**src/rtl/mux2_arbiter.sv**
```systemverilog
// Two-source fair arbiter driving a 2:1 word mux into a ready/valid sink.
// Sources alternate after MAX_BURST consecutive transfers while both are requesting.
module mux2_arbiter #(
    parameter int DW        = 8,
    parameter int MAX_BURST = 4
) (
    input  logic          clk,
    input  logic          rst_n,
    input  logic          req_a,
    input  logic [DW-1:0] data_a,
    input  logic          req_b,
    input  logic [DW-1:0] data_b,
    input  logic          out_ready,
    output logic          ack_a,
    output logic          ack_b,
    output logic          sel,
    output logic          out_valid,
    output logic [DW-1:0] out_data
);

    typedef enum logic [1:0] {
        IDLE  = 2'd0,
        GNT_A = 2'd1,
        GNT_B = 2'd2
    } state_t;

    localparam logic       SRC_A   = 1'b0;
    localparam logic       SRC_B   = 1'b1;
    localparam logic [3:0] CNT_MAX = 4'(MAX_BURST - 1);

    state_t     state_r;
    state_t     state_nxt_s;
    logic [3:0] cnt_r;
    logic [3:0] cnt_nxt_s;
    logic       last_r;
    logic       last_nxt_s;
    logic       sel_r;
    logic       sel_nxt_s;

    // Next-state, burst counter, last-granted and select computation.
    always_comb begin
        state_nxt_s = state_r;
        cnt_nxt_s   = cnt_r;
        last_nxt_s  = last_r;
        sel_nxt_s   = sel_r;
        case (state_r)
            IDLE: begin
                // A tie goes to whichever source was not granted most recently.
                if (req_a && (!req_b || (last_r == SRC_B))) begin
                    state_nxt_s = GNT_A;
                    last_nxt_s  = SRC_A;
                    sel_nxt_s   = 1'b0;
                    cnt_nxt_s   = 4'd0;
                end else if (req_b) begin
                    state_nxt_s = GNT_B;
                    last_nxt_s  = SRC_B;
                    sel_nxt_s   = 1'b1;
                    cnt_nxt_s   = 4'd0;
                end else begin
                    state_nxt_s = IDLE;
                end
            end
            GNT_A: begin
                if (!req_a) begin
                    cnt_nxt_s = 4'd0;
                    if (req_b) begin
                        state_nxt_s = GNT_B;
                        last_nxt_s  = SRC_B;
                        sel_nxt_s   = 1'b1;
                    end else begin
                        state_nxt_s = IDLE;
                    end
                end else if (out_ready) begin
                    if (cnt_r != CNT_MAX) begin
                        cnt_nxt_s = cnt_r + 4'd1;
                    end else if (req_b) begin
                        state_nxt_s = GNT_B;
                        last_nxt_s  = SRC_B;
                        sel_nxt_s   = 1'b1;
                        cnt_nxt_s   = 4'd0;
                    end else begin
                        cnt_nxt_s = CNT_MAX;
                    end
                end else begin
                    state_nxt_s = GNT_A;
                end
            end
            GNT_B: begin
                if (!req_b) begin
                    cnt_nxt_s = 4'd0;
                    if (req_a) begin
                        state_nxt_s = GNT_A;
                        last_nxt_s  = SRC_A;
                        sel_nxt_s   = 1'b0;
                    end else begin
                        state_nxt_s = IDLE;
                    end
                end else if (out_ready) begin
                    if (cnt_r != CNT_MAX) begin
                        cnt_nxt_s = cnt_r + 4'd1;
                    end else if (req_a) begin
                        state_nxt_s = GNT_A;
                        last_nxt_s  = SRC_A;
                        sel_nxt_s   = 1'b0;
                        cnt_nxt_s   = 4'd0;
                    end else begin
                        cnt_nxt_s = CNT_MAX;
                    end
                end else begin
                    state_nxt_s = GNT_B;
                end
            end
            default: begin
                state_nxt_s = IDLE;
                cnt_nxt_s   = 4'd0;
            end
        endcase
    end

    // State, counter, last-granted and select registers.
    always_ff @(posedge clk or negedge rst_n) begin
        if (!rst_n) begin
            state_r <= IDLE;
            cnt_r   <= 4'd0;
            last_r  <= SRC_B;
            sel_r   <= 1'b0;
        end else begin
            state_r <= state_nxt_s;
            cnt_r   <= cnt_nxt_s;
            last_r  <= last_nxt_s;
            sel_r   <= sel_nxt_s;
        end
    end

    // Handshake is combinational on the registered grant so reset clears it at once.
    assign out_valid = ((state_r == GNT_A) && req_a) || ((state_r == GNT_B) && req_b);
    assign ack_a     = (state_r == GNT_A) && req_a && out_ready;
    assign ack_b     = (state_r == GNT_B) && req_b && out_ready;
    assign sel       = sel_r;
    assign out_data  = sel_r ? data_b : data_a;

endmodule

```
**config.mk**
```make
export PLATFORM = sky130hd
export DESIGN_NAME = mux2_arbiter
export DESIGN_NICKNAME = d
export VERILOG_FILES = /design/src/rtl/mux2_arbiter.sv
export SDC_FILE = /design/constraint.sdc
export NUM_CORES = 1
export LEC_CHECK = 0
export ABC_AREA = 1
export CELL_PAD_IN_SITES_DETAIL_PLACEMENT = 2
export CELL_PAD_IN_SITES_GLOBAL_PLACEMENT = 2
export CORE_AREA = 2 2 68 64
export DETAILED_ROUTE_END_ITERATION = 8
export DIE_AREA = 0 0 70 66
export MAX_ROUTING_LAYER = met4
export PLACE_DENSITY_LB_ADDON = 0.1
export SLEW_MARGIN = 20
export SYNTH_ARGS = -nofsm -noshare
export SYNTH_HDL_FRONTEND = slang
export SYNTH_SLANG_ARGS = --single-unit
```
**constraint.sdc**
```tcl
create_clock -name clk -period 3.5 [get_ports clk]
set_input_delay 0.7 -clock clk [delete_from_list [all_inputs] [get_ports clk]]
set_output_delay 0.7 -clock clk [all_outputs]
set_load 0.02 [all_outputs]
```
==> flow_metrics.py, run 1 <==
metrics = {
    "run_status": {
        "outcome": "finished clean",
    },
    "logic_synthesis": {
        "yosys.area.top_type": "nand2_1",
        "yosys_register_bits": 8,
        "yosys-top-cells-count": "nand2_1 (60), nor2_1 (11), inv_1 (10)",
        "yosysSeqAreaShare_pct": 23.2,
        "synth.distinct_cells": 24,
        "synth_top_area_share_pct": 25.9,
        "syn_area_um2": 870,
        "avgSynthCellArea_um2": 6.30,
        "synth-edff-count": 0,
        "synth_ff_type": "dfrtp_1",
        "ys_warn_count": 0,
        "yosysMostFrequentCell": "nand2_1",
        "syn_nets": 164,
        "synth_area_leaders": "nand2_1 (26%), dfrtp_1 (20%), ha_1 (7.2%)",
        "async_flop_share_pct": 100,
        "netlist_instances": 138,
    },
    "placed_design": {
        "dp_hpwl_mm": 2.44,
        "numPortBuffers": 32,
        "gp_congestion": 0.769,
        "placed_cell_area_um2": 1230,
    },
    "final_layout": {
        "drive_above_1_share_pct": 16.3,
        "fillers": 467,
        "nets": 199,
        "antenna_cells": 0,
        "finalInstanceArea_um2": 1280,
        "multi_input_area_um2": 592,
        "area_growth_pct": 47.1,
        "seq_area_um2": 201,
    },
    "clock_tree": {
        "numCtsBuffers": 3,
        "clockBufferDepth": 2,
        "cts_resized": 0,
        "post_cts_buffers": 0,
        "holdBufCountCts": 0,
        "clkSlewWorstSetupHoldPaths_ps": 50,
        "cts_root_buffer": "clkbuf_8",
        "cts.htree.levels": 1,
        "clk_latency_ps": 230,
        "clock_sink_count": 8,
        "cts_tree": "yes",
    },
    "floorplanning": {
        "die-area_um2": 4620,
        "die_x_um": 70,
        "core-area_um2": 3910,
        "fp.dieH_um": 66,
        "io_pins": 33,
        "num_rows": 22,
        "initial_core_util_pct": 22.2,
    },
    "route": {
        "dr.max_layer_used": "met4",
        "met1Wirelength_mm": 1.41,
        "vias": 985,
        "drt_iter0_markers": 23,
        "drt_pre_antenna_iters": 3,
        "wl_met2_mm": 1.41,
        "wl_per_cell_um": 13.3,
        "drtAntennaViolNets": 0,
        "totalWireLength_mm": 2.93,
        "dr_wl_met3_um": 99,
        "route.detailed.drc": 0,
        "viasPerCell": 4.48,
    },
    "global_route": {
        "grt_overflow": 0,
        "globalRouteTotalUtil_pct": 13.8,
        "grt_pass1_wl_mm": 4.93,
        "grt_pass1_vias": 1030,
        "antenna_found_initial": 0,
        "grt_max_degree": 11,
    },
    "setup_path": {
        "cp.required_ps": 2800,
        "crit_type": "in2out",
        "critPathLaunchType": "input port",
        "cp_max_fo": 9,
        "cp-end-kind": "output port",
        "arrival_ps": 2250,
    },
    "sta": {
        "layout_min_cycle_time_ps": 2950,
        "setup_violations": 0,
        "fin_tns_setup_ps": 0,
        "hold_viol_final": 0,
        "worst_pin_slew_ps": 408,
        "rsz0062_at_grt": "false",
        "skew_ps": 0.968,
        "relSlewSlack_pct": 72.7,
        "slew_viol_final": 0,
        "max_freq_mhz": 339,
        "finalCritPeriodShare_pct": 84.2,
    },
    "power_and_ir_drop": {
        "ir_drop_uv": 158,
        "power_density_nw_per_um2": 624,
        "p_leak_uw": 0.000636,
    },
    "hold_path": {
        "hold_class": "reg2reg",
    },
    "job": {
        "maxCapViolations": 0,
    },
}
[critical path, stage by stage]
cell	delay [ps]
clkdlybuf4s50_1	720
nand2_4	100
nand2_4	120
clkdlybuf4s50_1	610
[metal layers]
layer	vias up	global-route usage [%]
li1	497	-
met1	470	17.0
met2	15	22.9
met3	3	3.51
met4	0	2.88
met5	-	-
[cell usage in the layout, fill, tap and decap left out, types with 2 or more instances in the layout]
| cell type | n |
|---|---|
| a21oi_1 | 2 |
| clkbuf_8 | 3 |
| clkdlybuf4s50_1 | 32 |
| dfrtp_1 | 7 |
| ha_1 | 5 |
| inv_1 | 10 |
| inv_2 | 5 |
| nand2_1 | 60 |
| nand2_2 | 3 |
| nand2_4 | 3 |
| nand3_1 | 6 |
| nand3_2 | 6 |
| nor2_1 | 11 |
| nor2_2 | 3 |
| o21ai_0 | 4 |
| o21ai_2 | 3 |
[registers in the layout, indices dropped and copies added, names as in the netlist]
name and cells:
cnt_r 4, state_r 2, last_r 1, sel 1
[stage by stage]
step	hold WS, ps	util [%]	instances	total power [µW]	worst slack (ps)
3_3_place_gp	491	31.6	216	675	617
4_1_cts	507	32.7	220	818	534
5_1_grt	521	32.7	220	878	448
6_report	504	32.7	220	798	552
3_5_place_dp	501	31.6	216	689	540
2_1_floorplan	404	-	138	487	1640
[cells by family (layout without fill, tap and decap cells)]
kind of cell               count (synthesis)  count (layout)  synth area share (%)
buffers and inverters                     18              52                  8.78
DFF                                        8               8                  23.2
and+or+nand+nor                           95              95                  52.1
AOI/OAI and AO/OA                         12              12                  8.78
adders and majority gates                  5               5                  7.19
[path summary, 6_finish.rpt]
path / startpoint / endpoint / slack (ps) / cells after the start
worst max-delay path: req_a / out_valid / 550 / 4
worst min-delay path: last_r / last_r / 500 / 2
worst max register to register: state_r[1] / cnt_r[1] / 1990 / 9
worst min register to register: last_r / last_r / 500 / 2
max in group asynchronous: rst_n / last_r / 2430 / 1
min in group asynchronous: rst_n / state_r[1] / 760 / 1
[report_power, final]
part | total [µW] | internal [µW] | switching [µW] | leakage, µW
registers | 154 | 121 | 33.1 | 0.000105
clock network | 123 | 79.6 | 43.4 | 0.0000228
logic | 520 | 212 | 309 | 0.000509
total | 798 | 412 | 385 | 0.000636
[layout make-up]
type,count,area share (%)
Multi-Input combinational cell,112,46.3
Timing Repair Buffer,32,25.0
Sequential cell,8,15.8
Inverter,16,4.70
Tap cell,48,4.70
Clock buffer,4,3.52
No activity file was read; power rests on OpenSTA's default activity.
==> run 2, diff against run 1 <==
--- a/config.mk
+++ b/config.mk
@@ -8,9 +8,9 @@
 export ABC_AREA = 1
 export CELL_PAD_IN_SITES_DETAIL_PLACEMENT = 2
 export CELL_PAD_IN_SITES_GLOBAL_PLACEMENT = 2
-export CORE_AREA = 2 2 68 64
+export CORE_AREA = 2 2 75 70
 export DETAILED_ROUTE_END_ITERATION = 8
-export DIE_AREA = 0 0 70 66
+export DIE_AREA = 0 0 77 72
 export MAX_ROUTING_LAYER = met4
 export PLACE_DENSITY_LB_ADDON = 0.1
 export SLEW_MARGIN = 20
==> constraint.sdc (replaced) <==
create_clock -name clk -period 2.65 [get_ports clk]
set_input_delay 0.53 -clock clk [delete_from_list [all_inputs] [get_ports clk]]
set_output_delay 0.53 -clock clk [all_outputs]
set_load 0.02 [all_outputs]
==> flow_metrics.py, run 2 (synthesized netlist as in run 1, its figures left out) <==
metrics = {
    "sta": {
        "fin_tns_setup_ps": 0,
        "hold_viol_final": 0,
        "finalWorstSetupSlack_ps": 208,
        "finalCritPeriodShare_pct": 92.2,
        "worst_pin_slew_ps": 424,
        "skew_ps": 0.402,
        "rsz0062_at_grt": "false",
        "setup_violations": 0,
        "relSlewSlack_pct": 71.4,
        "max_freq_mhz": 409,
        "slew_viol_final": 0,
        "layout_min_cycle_time_ps": 2440,
    },
    "final_layout": {
        "largestRegisters": "cnt_r (4), state_r (2)",
        "area_growth_pct": 51.2,
        "final_core_util_pct": 27.7,
        "final_common_cell": "nand2_1",
        "largest_register_ffs": 4,
        "mostFrequentLayoutCells": "nand2_1 (60), clkdlybuf4s50_1 (32), nor2_1 (11)",
        "regMostFlops": "cnt_r",
        "antenna_cells": 0,
        "drive_above_1_share_pct": 17.2,
        "fillers": 598,
        "nets": 201,
        "instances_no_fill": 239,
    },
    "setup_path": {
        "worst_path_max_delay_cell": "clkdlybuf4s50_1",
        "cp.required_ps": 2120,
        "arrival_ps": 1910,
        "cp_common_cell": "clkdlybuf4s50_1",
        "crit_chain": "clkdlybuf4s50_1 -> inv_2 -> nor2_1 -> clkdlybuf4s50_1",
        "critPathBufInv": 3,
        "cp_slowest_stage_delay_ps": 620,
        "critPathLaunchType": "input port",
        "cp_max_fo": 6,
        "crit_type": "in2out",
        "cp-end-kind": "output port",
        "critPathTopFamily": "buffers and inverters",
    },
    "clock_tree": {
        "holdBufCountCts": 0,
        "cts_tree": "yes",
        "clkSlewWorstSetupHoldPaths_ps": 40,
        "numCtsBuffers": 3,
        "cts_root_buffer": "clkbuf_8",
        "cts_resized": 0,
        "cts.htree.levels": 1,
        "clk_latency_ps": 230,
        "clockBufferDepth": 2,
        "clock_sink_count": 8,
        "post_cts_buffers": 0,
    },
    "floorplanning": {
        "initial_core_util_pct": 18.3,
        "io_pins": 33,
        "fp.dieH_um": 72,
        "die-area_um2": 5540,
        "core-area_um2": 4740,
        "die_x_um": 77,
        "num_rows": 24,
    },
    "placed_design": {
        "numPortBuffers": 32,
        "pre_cts_slack_ps": 195,
        "placedCellCount": 235,
        "dp_hpwl_mm": 2.48,
        "gp_congestion": 0.803,
    },
    "hold_path": {
        "hold_class": "reg2reg",
    },
    "global_route": {
        "grt_util_met3_pct": 2.61,
        "grt_pass1_vias": 1076,
        "globalRouteTotalUtil_pct": 12.0,
        "grt_overflow": 0,
        "globalRouteMet1Util_pct": 14.2,
        "grt_pass1_wl_mm": 5.27,
        "grt_use_met2_pct": 21.7,
        "grt_max_degree": 11,
        "top_usage_layer": "met2",
        "antenna_found_initial": 0,
    },
    "route": {
        "route.detailed.drc": 0,
        "drtAntennaViolNets": 0,
        "viasPerCell": 4.15,
        "drt_pre_antenna_iters": 3,
        "vias": 991,
        "drt_iter0_markers": 3,
        "totalWireLength_mm": 2.97,
        "wl_per_cell_um": 12.4,
    },
    "power_and_ir_drop": {
        "ir_drop_uv": 403,
        "p_leak_uw": 0.000646,
        "power_density_nw_per_um2": 795,
        "power_uw": 1050,
    },
    "job": {
        "maxCapViolations": 0,
    },
    "run_status": {
        "outcome": "finished clean",
    },
}
==> run 2: changes by cell type in the layout (fill, tap and decap cells not counted), sizes merged <==
cell	before	now
buf	0	2
==> run 2: power breakdown <==
part | leakage, µW | switching [µW] | internal [µW] | total [µW]
Combinational | 0.000518 | 403 | 281 | 684
Sequential | 0.000105 | 42.7 | 160 | 203
Clock | 0.0000228 | 53.0 | 105 | 158
==> run 2: tightest hold or removal path, stage by stage (launching register included) <==
cell and delay (ps):
dfstp_2 370, o21ai_1 60, nand2_1 60
==> run 2: through the flow <==
step	area (µm²)	hold WS [ps]
2_1_floorplan	870	234
3_3_place_gp	1270	486
3_5_place_dp	1270	505
4_1_cts	1320	511
5_1_grt	1320	556
6_report	1320	502
==> run 2: cell type report <==
cell class	count	area (µm²)	share of cell area, %
multi-input cells	112	592	45.0
clock buffers	4	45.0	3.43
well taps	65	81.3	6.18
repair buffers	34	335	25.5
flip-flops and latches	8	201	15.3
inverters	16	60.1	4.57
==> run 2: metal layers <==
layer | part of all wire (%) | up-vias
li1 | - | 499
met4 | 0.17 | 0
met1 | 47 | 461
met2 | 48 | 29
met5 | 0 | -
met3 | 4.8 | 2
==> run 2: worst paths after layout <==
kind,start,to,slack [ps],cells past startpoint
setup reg to reg,state_r[1],cnt_r[0],1080,6
max in group asynchronous,rst_n,last_r,1750,1
hold reg to reg,last_r,last_r,500,2
hold / removal,last_r,last_r,500,2
setup / recovery,out_ready,ack_b,210,4
min in group asynchronous,rst_n,cnt_r[0],590,1
==> run 3, diff against run 2 <==
--- a/config.mk
+++ b/config.mk
@@ -11,6 +11,8 @@
 export CORE_AREA = 2 2 75 70
 export DETAILED_ROUTE_END_ITERATION = 8
 export DIE_AREA = 0 0 77 72
+export GPL_ROUTABILITY_DRIVEN = 0
+export GPL_TIMING_DRIVEN = 1
 export MAX_ROUTING_LAYER = met4
 export PLACE_DENSITY_LB_ADDON = 0.1
 export SLEW_MARGIN = 20
==> results of run 3 <==
Same layout as run 2: the final DEF is identical, and so are final timing and power.
